===== src/rtl/ifetch_ctrl.sv =====
// Instruction-fetch controller: drives the PC register input, runs the imem
// req/ack handshake, buffers fetched words in a 2-entry FIFO and handles redirects.
module ifetch_ctrl #(
  parameter logic [31:0] RESET_PC   = 32'h0000_0000,
  parameter int          INST_BYTES = 4
) (
  input  logic        clock,
  input  logic        reset,
  input  logic [31:0] pc,
  output logic [31:0] npc,
  output logic        imem_req,
  output logic [31:0] imem_addr,
  input  logic        imem_ack,
  input  logic [31:0] imem_rdata,
  input  logic        redirect,
  input  logic [31:0] redirect_pc,
  output logic        out_valid,
  input  logic        out_ready,
  output logic [31:0] out_inst,
  output logic [31:0] out_pc
);

  typedef enum logic {S_RUN, S_DROP} state_t;

  state_t      state_q, state_d;
  logic        busy_q, busy_d;
  logic [31:0] addr_hold_q, addr_hold_d;
  logic [1:0]  count_q, count_d;
  logic        rd_ptr_q, rd_ptr_d;
  logic        wr_ptr_q, wr_ptr_d;
  logic [31:0] inst_q [2];
  logic [31:0] ipc_q  [2];

  logic        issue;
  logic        push;
  logic        pop;
  logic [31:0] pc_word;
  logic        align_bits_unused;

  // Addresses are word aligned; the low bits of pc and redirect_pc carry no information.
  assign pc_word           = {pc[31:2], 2'b00};
  assign align_bits_unused = ^{pc[1:0], redirect_pc[1:0]};

  always_comb begin
    // A redirect makes the current pc stale, so no fresh request is started then.
    issue     = !reset && !redirect && (state_q == S_RUN) && !busy_q &&
                ((count_q + {1'b0, busy_q}) < 2'd2);
    imem_req  = !reset && (busy_q || issue);
    imem_addr = busy_q ? addr_hold_q : pc_word;
    push      = (state_q == S_RUN) && imem_req && imem_ack && !redirect;
    out_valid = !reset && (count_q != 2'd0);
    pop       = out_valid && out_ready && !redirect;
    out_inst  = inst_q[rd_ptr_q];
    out_pc    = ipc_q[rd_ptr_q];

    if (reset) begin
      npc = {RESET_PC[31:2], 2'b00};
    end else if (redirect) begin
      npc = {redirect_pc[31:2], 2'b00};
    end else if (push) begin
      npc = pc_word + 32'(INST_BYTES);
    end else begin
      npc = pc_word;
    end

    state_d     = state_q;
    busy_d      = busy_q;
    addr_hold_d = addr_hold_q;
    if (issue) begin
      addr_hold_d = pc_word;
    end
    if (imem_req && imem_ack) begin
      busy_d  = 1'b0;
      state_d = S_RUN;
    end else if (imem_req) begin
      busy_d = 1'b1;
      if (redirect) begin
        state_d = S_DROP;
      end
    end

    count_d  = count_q + {1'b0, push} - {1'b0, pop};
    wr_ptr_d = wr_ptr_q ^ push;
    rd_ptr_d = rd_ptr_q ^ pop;
    if (redirect) begin
      count_d  = 2'd0;
      wr_ptr_d = 1'b0;
      rd_ptr_d = 1'b0;
    end
  end

  always_ff @(posedge clock) begin
    if (reset) begin
      state_q     <= S_RUN;
      busy_q      <= 1'b0;
      addr_hold_q <= RESET_PC;
      count_q     <= 2'd0;
      wr_ptr_q    <= 1'b0;
      rd_ptr_q    <= 1'b0;
    end else begin
      state_q     <= state_d;
      busy_q      <= busy_d;
      addr_hold_q <= addr_hold_d;
      count_q     <= count_d;
      wr_ptr_q    <= wr_ptr_d;
      rd_ptr_q    <= rd_ptr_d;
    end
  end

  // FIFO storage needs no reset: count_q alone decides what is visible.
  always_ff @(posedge clock) begin
    if (push) begin
      inst_q[wr_ptr_q] <= imem_rdata;
      ipc_q[wr_ptr_q]  <= imem_addr;
    end
  end

endmodule


===== config.mk =====
export PLATFORM = sky130hd
export DESIGN_NAME = ifetch_ctrl
export DESIGN_NICKNAME = d
export VERILOG_FILES = /design/src/rtl/ifetch_ctrl.sv
export SDC_FILE = /design/constraint.sdc
export NUM_CORES = 1
export LEC_CHECK = 0
export ABC_AREA = 1
export BUFFER_PORTS_ARGS = -buffer_cell sky130_fd_sc_hd__buf_4
export CAP_MARGIN = 0
export CORE_MARGIN = 2
export CORE_UTILIZATION = 58
export CTS_BUF_LIST = sky130_fd_sc_hd__clkbuf_4 sky130_fd_sc_hd__clkbuf_8
export DETAILED_ROUTE_END_ITERATION = 16
export MAX_ROUTING_LAYER = met4
export PLACE_DENSITY = 0.94
export SLEW_MARGIN = 20
export SYNTH_ARGS = -nofsm -noshare
export SYNTH_HDL_FRONTEND = slang
export SYNTH_SLANG_ARGS = --single-unit

===== constraint.sdc =====
create_clock -name clock -period 8.3 [get_ports clock]
set_clock_uncertainty 0.1 [all_clocks]
set_input_delay 0 -clock clock [delete_from_list [all_inputs] [get_ports clock]]
set_output_delay 0 -clock clock [all_outputs]
set_load 0.03 [all_outputs]

# Word-level counts from Yosys, hierarchy flattened
# Memory sizes are Yosys's and may differ from the RTL's. A register that Yosys moved wholly into a read port is not among the register bits.
# Cells that the tools add are included.
# totals
regBits	36
ram_bits	128
output_inout_bits	130
word_cells	44
mem_count	2
# memory_table
memory	words	width	read_ports	rd_clocked_by_memory_dff	wr	line_no	text
inst_q	2	32	1	1	1	31	logic [31:0] inst_q [2];
ipc_q	2	32	1	1	1	32	logic [31:0] ipc_q [2];
# op_classes
add_sub_neg	4
order_cmp	1
n_mux	8
bitwise_logic	3
n_reduce_logical	20
# op_table
cell	n
two-way mux 32 bit	4
adder 32 x 3 -> 32 bit (second input constant)	1
logical AND 1 bit	12
adder 2 x 1 -> 2 bit	2
two-way mux 1 bit	4
OR reduction 2 bit	2
zero test 1 bit	3
less-than comparator 2 bit (second input constant)	1
AND reduction 2 bit	1
nonzero test 2 bit	1
subtractor 2 x 1 -> 2 bit	1
XOR 1 bit	2
logical OR 1 bit	1
inverter 1 bit	1

# Longest topological paths before layout
# Gate-level depths: netlist (run 1).
# logic_depth
ltp_word	13
depth_mapped	12

# Worst setup path after synthesis (run 1)
# No wires, ideal clock.
# synth_timing
path_kind	register to register
startpoint	register busy_q
endpoint	memory inst_q[1][0], enable pin
setup_time_ps	427
t_arrival_ps	2595
path_slack_ps	5178
stages_incl_launch_ff	8
path_buffers	1
cell_sequence	dfxtp_1 > nor2_1 > nand3_2 > nand2_4 > nand2_4 > inv_4 > buf_4 > ha_1
# synth_between
elab_chain_len	10
elab_cells_between_ends	12
# synth_lines
item	line_no	text
start, declared	26	logic busy_q, busy_d;
start signal, assigned	102	busy_q <= busy_d;
adder 2 x 1 -> 2 bit or zero test 1 bit (tied branches)	47, 46	
less-than comparator 2 bit or logical AND 1 bit (tied branches)	47, 46	
logical AND 1 bit	46	issue = !reset && !redirect && (state_q == S_RUN) && !busy_q &&
logical OR 1 bit (*)	48	imem_req = !reset && (busy_q || issue);
logical AND 1 bit (*)	48	
net imem_req	11	output logic imem_req,
logical AND 1 bit (*) (3 in a row)	50	push = (state_q == S_RUN) && imem_req && imem_ack && !redirect;
two-way mux 1 bit (*)	112	if (push) begin
two-way mux 1 bit (implied by the code) (*)	113	inst_q[wr_ptr_q] <= imem_rdata;
end, declared	31	
# Mark *: on every way through the listed nets, which the timed path passes. The rest lies on a longest branch.

# Worst setup path after layout (run 1)
# layout_timing
startpoint	register busy_q
endpoint	memory inst_q[1][19], enable pin
# layout_between
elab_chain_len	10
elab_cells_between_ends	12
# layout_lines
item	line_no
adder 2 x 1 -> 2 bit or zero test 1 bit (tied branches)	47, 46
less-than comparator 2 bit or logical AND 1 bit (tied branches)	47, 46
logical AND 1 bit	46
logical OR 1 bit (*)	48
logical AND 1 bit (*)	48
logical AND 1 bit (*) (3 in a row)	50
two-way mux 1 bit (*)	112
two-way mux 1 bit (implied by the code) (*)	113
# Mark *: on every way between the ends. The rest lies on a longest branch, timed or not.

==> reports/metrics.cfg, run 1 <==
[flow_run]
drv_cap=0

[setup_path]
arrival_ns=3.48
cp-end-kind=flop
startpoint_type=flop
path_class=flop to flop
required_ns=8.26
crit_path_max_fanout=62

[logic_synthesis]
synth_edf_count=124
synth_most_common_cell=nand2_1
synth-seq-area-share_pct=57.6
synth_cell_types=28
syn_area_um2=7720
synthTopCellsByCount=nand2_1, edfxtp_1, o21ai_0, inv_1, nor2_1
ys_ff_latch=160
synthTopCellsByArea=edfxtp_1, nand2_1, dfxtp_1
synth_top_area_share_pct=48.2
synth_async_sr_flop_share_pct=0
synthCells=917
synthFlopType=edfxtp_1
yosys_warnings=0
yosysTopAreaCell=edfxtp_1
synth.avg_cell_area_um2=8.42

[routing]
drt_iter0_drc=876
wire_per_inst_um=15.9
viasPerCell=5.35
ant_nets=0
routed_wl_mm=21.8
first_pass_iters=6
vias=7332
drc=0

[sta]
rsz0062_at_grt=false
fin_ws_ns=4.78
maxSlewViolCount=0
period_share_pct=42.4
hold_violations=0
relSlewSlack_pct=35.6
fin_tns_setup_ns=0
min_period_ns=3.52
finalSetupViolations=0
worst_pin_slew_ns=0.964
fmax_ghz=0.284

[placed_design]
place_area_um2=9430
place_worst_setup_slack_ns=4.44
io_buffers=220
dp_hpwl_mm=13.3
post-place-cells=1273
globalplace.congestion=0.988

[layout]
seq_area_um2=4450
drive_above_1_share_pct=22.9
final_net_count=1288
multi_input_area_um2=2780
fill_cells=768
fin_area_um2=10500
diodes=0
stdcell_count=1370
post-route-util_pct=79.7
syn2layout_area_growth_pct=35.7

[global_routing]
grtUsageTotal_pct=31.3
grt_pass1_vias=6982
grt_max_degree=64
globalRouteOverflowTotal=0
grt_pass1_wl_mm=33.8
antenna_found_initial=0

[clock_network]
post-cts-setup-buffers=0
cts_resized=0
cts_hold_buf=66
cts_sinks=160
htree_levels=4
clk_path_buf_depth=2
cts_tree=yes
cts-buffers-inserted=17
insertion_delay_ns=0.44
cts-root-buf=clkbuf_8
path_clk_slew_ns=0.08

[outcome]
status=finished clean

[power_and_ir_drop]
vdd_ir_drop_max_uv=94.5
total_leakage_power_nw=4.60
powerDensity_nw_per_um2=167

[die]
die_w_um=119
core-area_um2=13100
die_h_um=119
start_util_pct=58.8
ios=231
core.rowCount=42
dieArea_um2=14300

[worst_hold_path]
holdCritPathClass=primary input to flop

## worst max-delay path: stages, from the launching register on
cell and delay, ns:
dfxtp_1 0.30, buf_4 0.26, nor2_1 0.23, nand3_4 0.52, nand2_4 0.27, nand2_4 0.20, inv_4 0.37, ha_4 0.75
## state kept, by name, summed over array words and instances, names as in the netlist
name         cells
addr_hold_q     30
busy_q           1
count_q          2
inst_q          64
ipc_q           60
rd_ptr_q         1
state_q          1
wr_ptr_q         1
## metrics by stage
stage / power [mW] / hold WS, ns
final: 1.75 / 0.0982
after CTS: 1.74 / 0.0454
after global placement: 1.17 / 0.0835
after detailed placement: 1.18 / 0.0834
after floorplan: 1.06 / -0.0163
after global routing: 1.80 / 0.107
## path summary, 6_finish.rpt
path	startpoint	to	slack, ns	depth (start not counted)
worst min register to register	addr_hold_q[31]$_SDFFE_PP0P_	addr_hold_q[31]$_SDFFE_PP0P_	0.35	2
worst max register to register	busy_q$_SDFFE_PP0N_	inst_q[1][19]$_DFFE_PP_	4.78	7
worst max-delay path	busy_q$_SDFFE_PP0N_	inst_q[1][19]$_DFFE_PP_	4.78	7
worst min-delay path	redirect	rd_ptr_q$_SDFF_PP0_	0.1	4
## layout by cell type (no fill, tap or decap), types with 3 or more instances in the layout
master,Yosys,layout
a21oi_1,49,49
a31oi_1,5,5
buf_4,8,223
clkbuf_4,0,4
clkbuf_8,0,17
clkinv_2,0,3
clkinvlp_4,0,3
conb_1,1,6
dfxtp_1,36,35
dlygate4sd3_1,0,66
edfxtp_1,124,124
ha_1,5,3
inv_1,79,79
nand2_1,370,370
nand3_1,25,25
nand4_1,6,6
nor2_1,51,51
nor2_2,6,6
o21ai_0,91,91
xor2_1,6,6
## layout make-up
type	instances	area share, %
inverters	83	3.01
well taps	176	2.10
flip-flops and latches	160	42.4
clock inverters	10	1.09
multi-input cells	631	26.6
clock buffers	21	2.52
repair buffers	289	22.3
## logic make-up (layout without fill, tap and decap cells)
group,count (synthesis),in the layout,share of synthesized area [%]
AOI/OAI and AO/OA,149,149,9.87
xor gates and xnor gates,7,7,0.794
adders and majority gates,5,5,0.810
buffers and inverters,131,403,7.08
DFF,160,160,57.6
other,1,6,0.0486
and+or+nand+nor,464,464,23.8
## power breakdown
part           total [mW]  switching (mW)  internal, mW
logic               0.303           0.187         0.116
registers           0.892         0.00696         0.885
clock network       0.553           0.275         0.278
total                1.75           0.468          1.28
## routing by layer
metal | vias to the layer above | part of all wire [%] | track usage (%)
met1 | 3320 | 37 | 34.9
met4 | 0 | 4.0 | 13.7
li1 | 3494 | - | -
met2 | 433 | 50 | 53.7
met3 | 85 | 8.9 | 7.57
met5 | - | 0 | -
Power figures use the tool's default switching activity.
==> inputs of run 2 (changes only) <==
CORE_UTILIZATION = 54   (was 58)
PLACE_DENSITY = 0.89   (was 0.94)
clock period = 3.4 ns   (was 8.3 ns; I/O delays follow)
==> run 2 against run 1 <==
Net effect:
- design area shrank 0.12%
- worst setup slack lost 4.1 ns
- die area grew 7.2%
- combinational power grew 140%
- critical path type unchanged
- cell count grew 0.58%
- register-to-register slack lost 4.1 ns
- sequential power grew 140%
==> reports/metrics.cfg, run 2 (synthesis results as in run 1) <==
[global_routing]
globalRouteOverflowTotal=0  ; unchanged
grtUsageTotal_pct=28.6  ; was 31.3%
grt_pass1_vias=6697  ; was 6,982
grt_max_degree=64  ; unchanged
antenna_found_initial=0  ; unchanged
grt_pass1_wl_mm=32.3  ; was 33.8 mm

[placed_design]
post-place-cells=1279  ; was 1,273
io_buffers=220  ; unchanged
globalplace.congestion=0.944  ; was 0.988
place_worst_setup_slack_ns=0.683  ; was 4.44 ns
dp_hpwl_mm=13.6  ; was 13.3 mm

[layout]
final_common_cell=nand2_1  ; unchanged
largest_register=inst_q  ; unchanged
stdcell_count=1378  ; was 1,370
largest_reg_flops=64  ; unchanged
final_net_count=1291  ; was 1,288
fill_cells=982  ; was 768
post-route-util_pct=75.1  ; was 79.7%
diodes=0  ; unchanged
final_cell_mix=nand2_1, buf_4, edfxtp_1  ; unchanged
syn2layout_area_growth_pct=35.5  ; was 35.7%
largest_registers=inst_q (64), ipc_q (60), addr_hold_q (30)  ; unchanged
drive_above_1_share_pct=23.0  ; was 22.9%

[die]
core.rowCount=43  ; was 42
die_h_um=124  ; was 119 um
die_w_um=124  ; was 119 um
ios=231  ; unchanged
start_util_pct=55.4  ; was 58.8%
dieArea_um2=15300  ; was 14,300 um2
core-area_um2=13900  ; was 13,100 um2

[routing]
first_pass_iters=7  ; was 6
wire_per_inst_um=15.1  ; was 15.9 um
routed_wl_mm=20.8  ; was 21.8 mm
vias=7111  ; was 7,332
drt_iter0_drc=621  ; was 876
viasPerCell=5.16  ; was 5.35
drc=0  ; unchanged
ant_nets=0  ; unchanged

[power_and_ir_drop]
powerDensity_nw_per_um2=396  ; was 167 nW/um2
internal_power_mw=2.97  ; was 1.28 mW
netSwitchingFraction_pct=28.3  ; was 26.8%
power_frac_seq_pct=52.5  ; was 51.0%
total_leakage_power_nw=4.59  ; was 4.60 nW
vdd_ir_drop_max_uv=225  ; was 94.5 uV
p_switching_mw=1.17  ; was 0.468 mW
pwr-share-clk_pct=29.8  ; was 31.6%
comb_power_share_pct=17.6  ; was 17.3%

[sta]
finalSetupViolations=0  ; unchanged
fin_ws_ns=0.645  ; was 4.78 ns
maxSlewViolCount=0  ; unchanged
relSlewSlack_pct=40.1  ; was 35.6%
fin_tns_setup_ns=0  ; unchanged
rsz0062_at_grt=false  ; unchanged
hold_violations=0  ; unchanged
period_share_pct=81.0  ; was 42.4%
worst_hold_slack_ns=0.115  ; was 0.0982 ns
fmax_ghz=0.363  ; was 0.284 GHz
min_period_ns=2.76  ; was 3.52 ns
worst_pin_slew_ns=0.899  ; was 0.964 ns

[clock_network]
cts_tree=yes  ; unchanged
post-cts-setup-buffers=0  ; unchanged
cts_hold_buf=67  ; was 66
clk_path_buf_depth=2  ; unchanged
cts-root-buf=clkbuf_8  ; unchanged
insertion_delay_ns=0.46  ; was 0.44 ns
cts-buffers-inserted=17  ; unchanged
htree_levels=4  ; unchanged
cts_resized=0  ; unchanged
path_clk_slew_ns=0.09  ; was 0.08 ns
cts_sinks=160  ; unchanged

[setup_path]
crit_slowest_cell=ha_4  ; unchanged
startpoint_type=flop  ; unchanged
critPathMostFrequentCell=nand2_4  ; unchanged
required_ns=3.38  ; was 8.26 ns
path_delay_family=adder cells  ; was simple AND/OR/NAND/NOR gates
cp-end-kind=flop  ; unchanged
arrival_ns=2.74  ; was 3.48 ns
crit_buf_inv=1  ; was 2
crit_chain=nand2_1, nand2_4, nand2_4, inv_4, ha_4  ; was buf_4, nor2_1, nand3_4, nand2_4, nand2_4, inv_4, ha_4
crit_path_max_fanout=62  ; unchanged
path_class=flop to flop  ; unchanged
critPathMaxStageDelay_ns=0.78  ; was 0.75 ns

[worst_hold_path]
holdCritPathClass=primary input to flop  ; unchanged

[flow_run]
drv_cap=0  ; unchanged

[outcome]
status=finished clean  ; unchanged

[run 2: cell types whose count changed in the layout (fill, tap and decap cells not counted), sizes merged]
cell,delta
buf,+2
bufinv,-2
inv,+2
clkbuf,-1
clkinv,+1
clkinvlp,+1
dlygate4sd3,+1
[run 2: area by class of cell]
class / instances / area (um2) / area share [%]
Sequential cell: 160 / 4450 / 42.5
Multi-Input combinational cell: 631 / 2770 / 26.5
Timing Repair Buffer: 292 / 2360 / 22.6
Inverter: 83 / 315 / 3.01
Clock buffer: 20 / 256 / 2.45
Tap cell: 180 / 225 / 2.15
Clock inverter: 12 / 86.3 / 0.825
[run 2: path summary, 6_finish.rpt]
kind	endpoint	depth (start not counted)	startpoint	slack, ns
worst max-delay path	ipc_q[1][19]$_DFFE_PP_	5	busy_q$_SDFFE_PP0N_	0.64
worst min-delay path	addr_hold_q[31]$_SDFFE_PP0P_	5	reset	0.11
worst min register to register	addr_hold_q[17]$_SDFFE_PP0P_	2	addr_hold_q[17]$_SDFFE_PP0P_	0.35
worst max register to register	ipc_q[1][19]$_DFFE_PP_	5	busy_q$_SDFFE_PP0N_	0.64
[run 2: power by group through the flow]
| stage | clock network (mW) | registers (mW) | logic, mW |
|---|---|---|---|
| final | 1.24 | 2.18 | 0.731 |
| after global routing | 1.34 | 2.18 | 0.789 |
| after CTS | 1.25 | 2.18 | 0.723 |
| after detailed placement | 0 | 2.22 | 0.656 |
| after global placement | 0 | 2.22 | 0.644 |
| after floorplan | 0 | 2.22 | 0.378 |
[run 2: routing by layer]
metal / routed length (um) / GRT usage (%) / part of all wire (%)
met1: 8260 / 34.1 / 40
met2: 10400 / 47.8 / 50
met3: 1760 / 7.14 / 8.4
met4: 453 / 9.38 / 2.2
met5: 0 / - / 0
[run 2: stage by stage]
| step | total power [mW] | area (um2) |
|---|---|---|
| 2_1_floorplan | 2.60 | 7740 |
| 3_3_place_gp | 2.86 | 9450 |
| 3_5_place_dp | 2.88 | 9450 |
| 4_1_cts | 4.15 | 10500 |
| 5_1_grt | 4.32 | 10500 |
| 6_report | 4.15 | 10500 |
[run 2: worst register-to-register path: stages, from the launching register on]
cell and delay (ns):
dfxtp_1 0.61, nand2_1 0.17, nand2_4 0.12, nand2_4 0.18, inv_4 0.37, ha_4 0.78
==> inputs of run 3 (changes only) <==
clock period = 2.75 ns   (was 3.4 ns; I/O delays follow)
==> run 3 against run 2 <==
Net effect:
- non-clock buffer count increased by 11
- worst hold slack improved by 0.055 ns
- combinational power is 26% higher
- worst setup slack got worse by 0.44 ns
- critical path depth grew 7
- clock power up 38%
==> reports/metrics.cfg, run 3 (synthesis results as in run 1) <==
[sta]
min_period_ns=2.54
worst_pin_slew_ns=0.710  ; was 0.899 ns
period_share_pct=92.5
fin_tns_setup_ns=0  ; unchanged
fmax_ghz=0.393
worst_hold_slack_ns=0.170  ; was 0.115 ns
relSlewSlack_pct=52.6  ; was 40.1%
finalSetupViolations=0  ; unchanged
hold_violations=0  ; unchanged
maxSlewViolCount=0  ; unchanged
rsz0062_at_grt=false  ; unchanged

[power_and_ir_drop]
p_switching_mw=1.46  ; was 1.17 mW
pwr-share-clk_pct=32.2  ; was 29.8%
vdd_ir_drop_max_uv=307  ; was 225 uV
powerDensity_nw_per_um2=500  ; was 396 nW/um2
power_frac_seq_pct=50.5  ; was 52.5%
internal_power_mw=3.87  ; was 2.97 mW
total_leakage_power_nw=4.69  ; was 4.59 nW
comb_power_share_pct=17.3  ; was 17.6%
netSwitchingFraction_pct=27.4  ; was 28.3%

[layout]
largest_register=inst_q  ; unchanged
fill_cells=951  ; was 982
final_common_cell=nand2_1  ; unchanged
diodes=0  ; unchanged
post-route-util_pct=76.4  ; was 75.1%
syn2layout_area_growth_pct=38.0  ; was 35.5%
largest_reg_flops=64  ; unchanged
drive_above_1_share_pct=23.5  ; was 23.0%
final_net_count=1302  ; was 1,291
final_cell_mix=nand2_1, buf_4, edfxtp_1  ; unchanged
largest_registers=inst_q (64), ipc_q (60), addr_hold_q (30)  ; unchanged

[clock_network]
path_clk_slew_ns=0.09  ; about the same
insertion_delay_ns=0.46  ; about the same
clk_path_buf_depth=2  ; unchanged
cts-buffers-inserted=17  ; unchanged
cts-root-buf=clkbuf_8  ; unchanged
htree_levels=4  ; unchanged
cts_sinks=160  ; unchanged
post-cts-setup-buffers=0  ; unchanged
cts_tree=yes  ; unchanged

[global_routing]
antenna_found_initial=0  ; unchanged
grt_pass1_vias=6743  ; was 6,697
grt_pass1_wl_mm=32.6  ; was 32.3 mm
use_met2_pct=47.8  ; about the same
busiest_layer=met2  ; unchanged
use_met3_pct=7.19  ; was 7.14%
globalRouteOverflowTotal=0  ; unchanged
grt_max_degree=64  ; unchanged
grtUsageMet1_pct=34.6  ; was 34.1%
grtUsageTotal_pct=29.0  ; was 28.6%

[routing]
viasPerCell=5.18  ; was 5.16
routed_wl_mm=21.5  ; was 20.8 mm
first_pass_iters=5  ; was 7
drt_iter0_drc=645  ; was 621
ant_nets=0  ; unchanged
wire_per_inst_um=15.5  ; was 15.1 um
vias=7194  ; was 7,111
drc=0  ; unchanged

[worst_hold_path]
holdCritPathClass=primary input to flop  ; unchanged

[setup_path]
crit_chain=nor2_1, nand3_2, nand2_4, nand2_4, inv_6, buf_4, nand2_1, nand2_1, nand2_1, o21ai_0, inv_1, buf_4  ; was nand2_1, nand2_4, nand2_4, inv_4, ha_4
required_ns=2.65  ; was 3.38 ns
startpoint_type=flop  ; unchanged
path_class=flop to output pin  ; was flop to flop
cp-end-kind=output pin  ; was flop
critPathMaxStageDelay_ns=0.36  ; was 0.78 ns
critPathMostFrequentCell=nand2_1  ; was nand2_4
arrival_ns=2.44  ; was 2.74 ns
crit_slowest_cell=dfxtp_1  ; was ha_4
crit_path_max_fanout=25  ; was 62

[die]
die_h_um=124  ; unchanged
core.rowCount=43  ; unchanged
dieArea_um2=15300  ; unchanged
core-area_um2=13900  ; unchanged
ios=231  ; unchanged
die_w_um=124  ; unchanged
start_util_pct=55.4  ; unchanged

[flow_run]
drv_cap=0  ; unchanged

[placed_design]
dp_hpwl_mm=14.2  ; was 13.6 mm
globalplace.congestion=0.940  ; was 0.944
io_buffers=220  ; unchanged

[outcome]
status=finished clean  ; unchanged

run 3: per-layer routing:
layer	vias to the layer above	routed length [um]	part of all wire (%)
met5	-	0	0
met4	0	667	3.1
met3	66	1840	8.6
met2	375	10500	49
met1	3233	8510	40
li1	3520	-	-
run 3: power groups by stage:
stage               logic [mW]  registers (mW)  clock network (mW)
CTS                      0.907            2.69                1.73
global route             0.989            2.70                1.83
floorplan                0.467            2.74                   0
global placement         0.808            2.74                   0
detailed placement       0.825            2.74                   0
finish                   0.924            2.69                1.71
run 3: timing repair:
action	4_1_cts	5_1_grt
gates resized for setup	0	1
hold buffers	70	0
endpoints found under the setup margin	0	1
hold endpoints to repair	133	0
run 3: area by class of cell:
cell class	count	area, um2	area share (%)
clock buffer	20	256	2.41
clock inverter	12	135	1.27
inverter	83	317	2.97
multi-input combinational	631	2770	26.0
sequential	160	4450	41.7
tap	180	225	2.11
timing repair buffer	303	2500	23.5
run 3: path summary, 6_finish.rpt:
check / startpoint / to / slack [ns] / cells past startpoint
worst max register to register: count_q[1]$_SDFF_PP0_ / rd_ptr_q$_SDFF_PP0_ / 0.59 / 6
worst min register to register: addr_hold_q[13]$_SDFFE_PP0P_ / addr_hold_q[13]$_SDFFE_PP0P_ / 0.35 / 2
worst max-delay path: count_q[1]$_SDFF_PP0_ / npc[20] / 0.21 / 12
worst min-delay path: imem_rdata[12] / inst_q[1][12]$_DFFE_PP_ / 0.17 / 2
run 3: worst max-delay path: cells and delay by family, from the launching register on:
family | cells | cell delay (ns)
simple gates | 7 | 0.73
buf+inv | 4 | 0.71
flops | 1 | 0.36
compound gates | 1 | 0.17
run 3: per-stage QoR:
| stage | std cells | cell area (um2) | setup WS (ns) | total power, mW |
|---|---|---|---|---|
| finish | 1389 | 10700 | 0.205 | 5.33 |
| CTS | 1389 | 10700 | 0.182 | 5.33 |
| detailed placement | 1287 | 9560 | 0.575 | 3.57 |
| global route | 1389 | 10700 | 0.0535 | 5.51 |
| global placement | 1287 | 9560 | 0.625 | 3.55 |
| floorplan | 922 | 7740 | -0.372 | 3.21 |
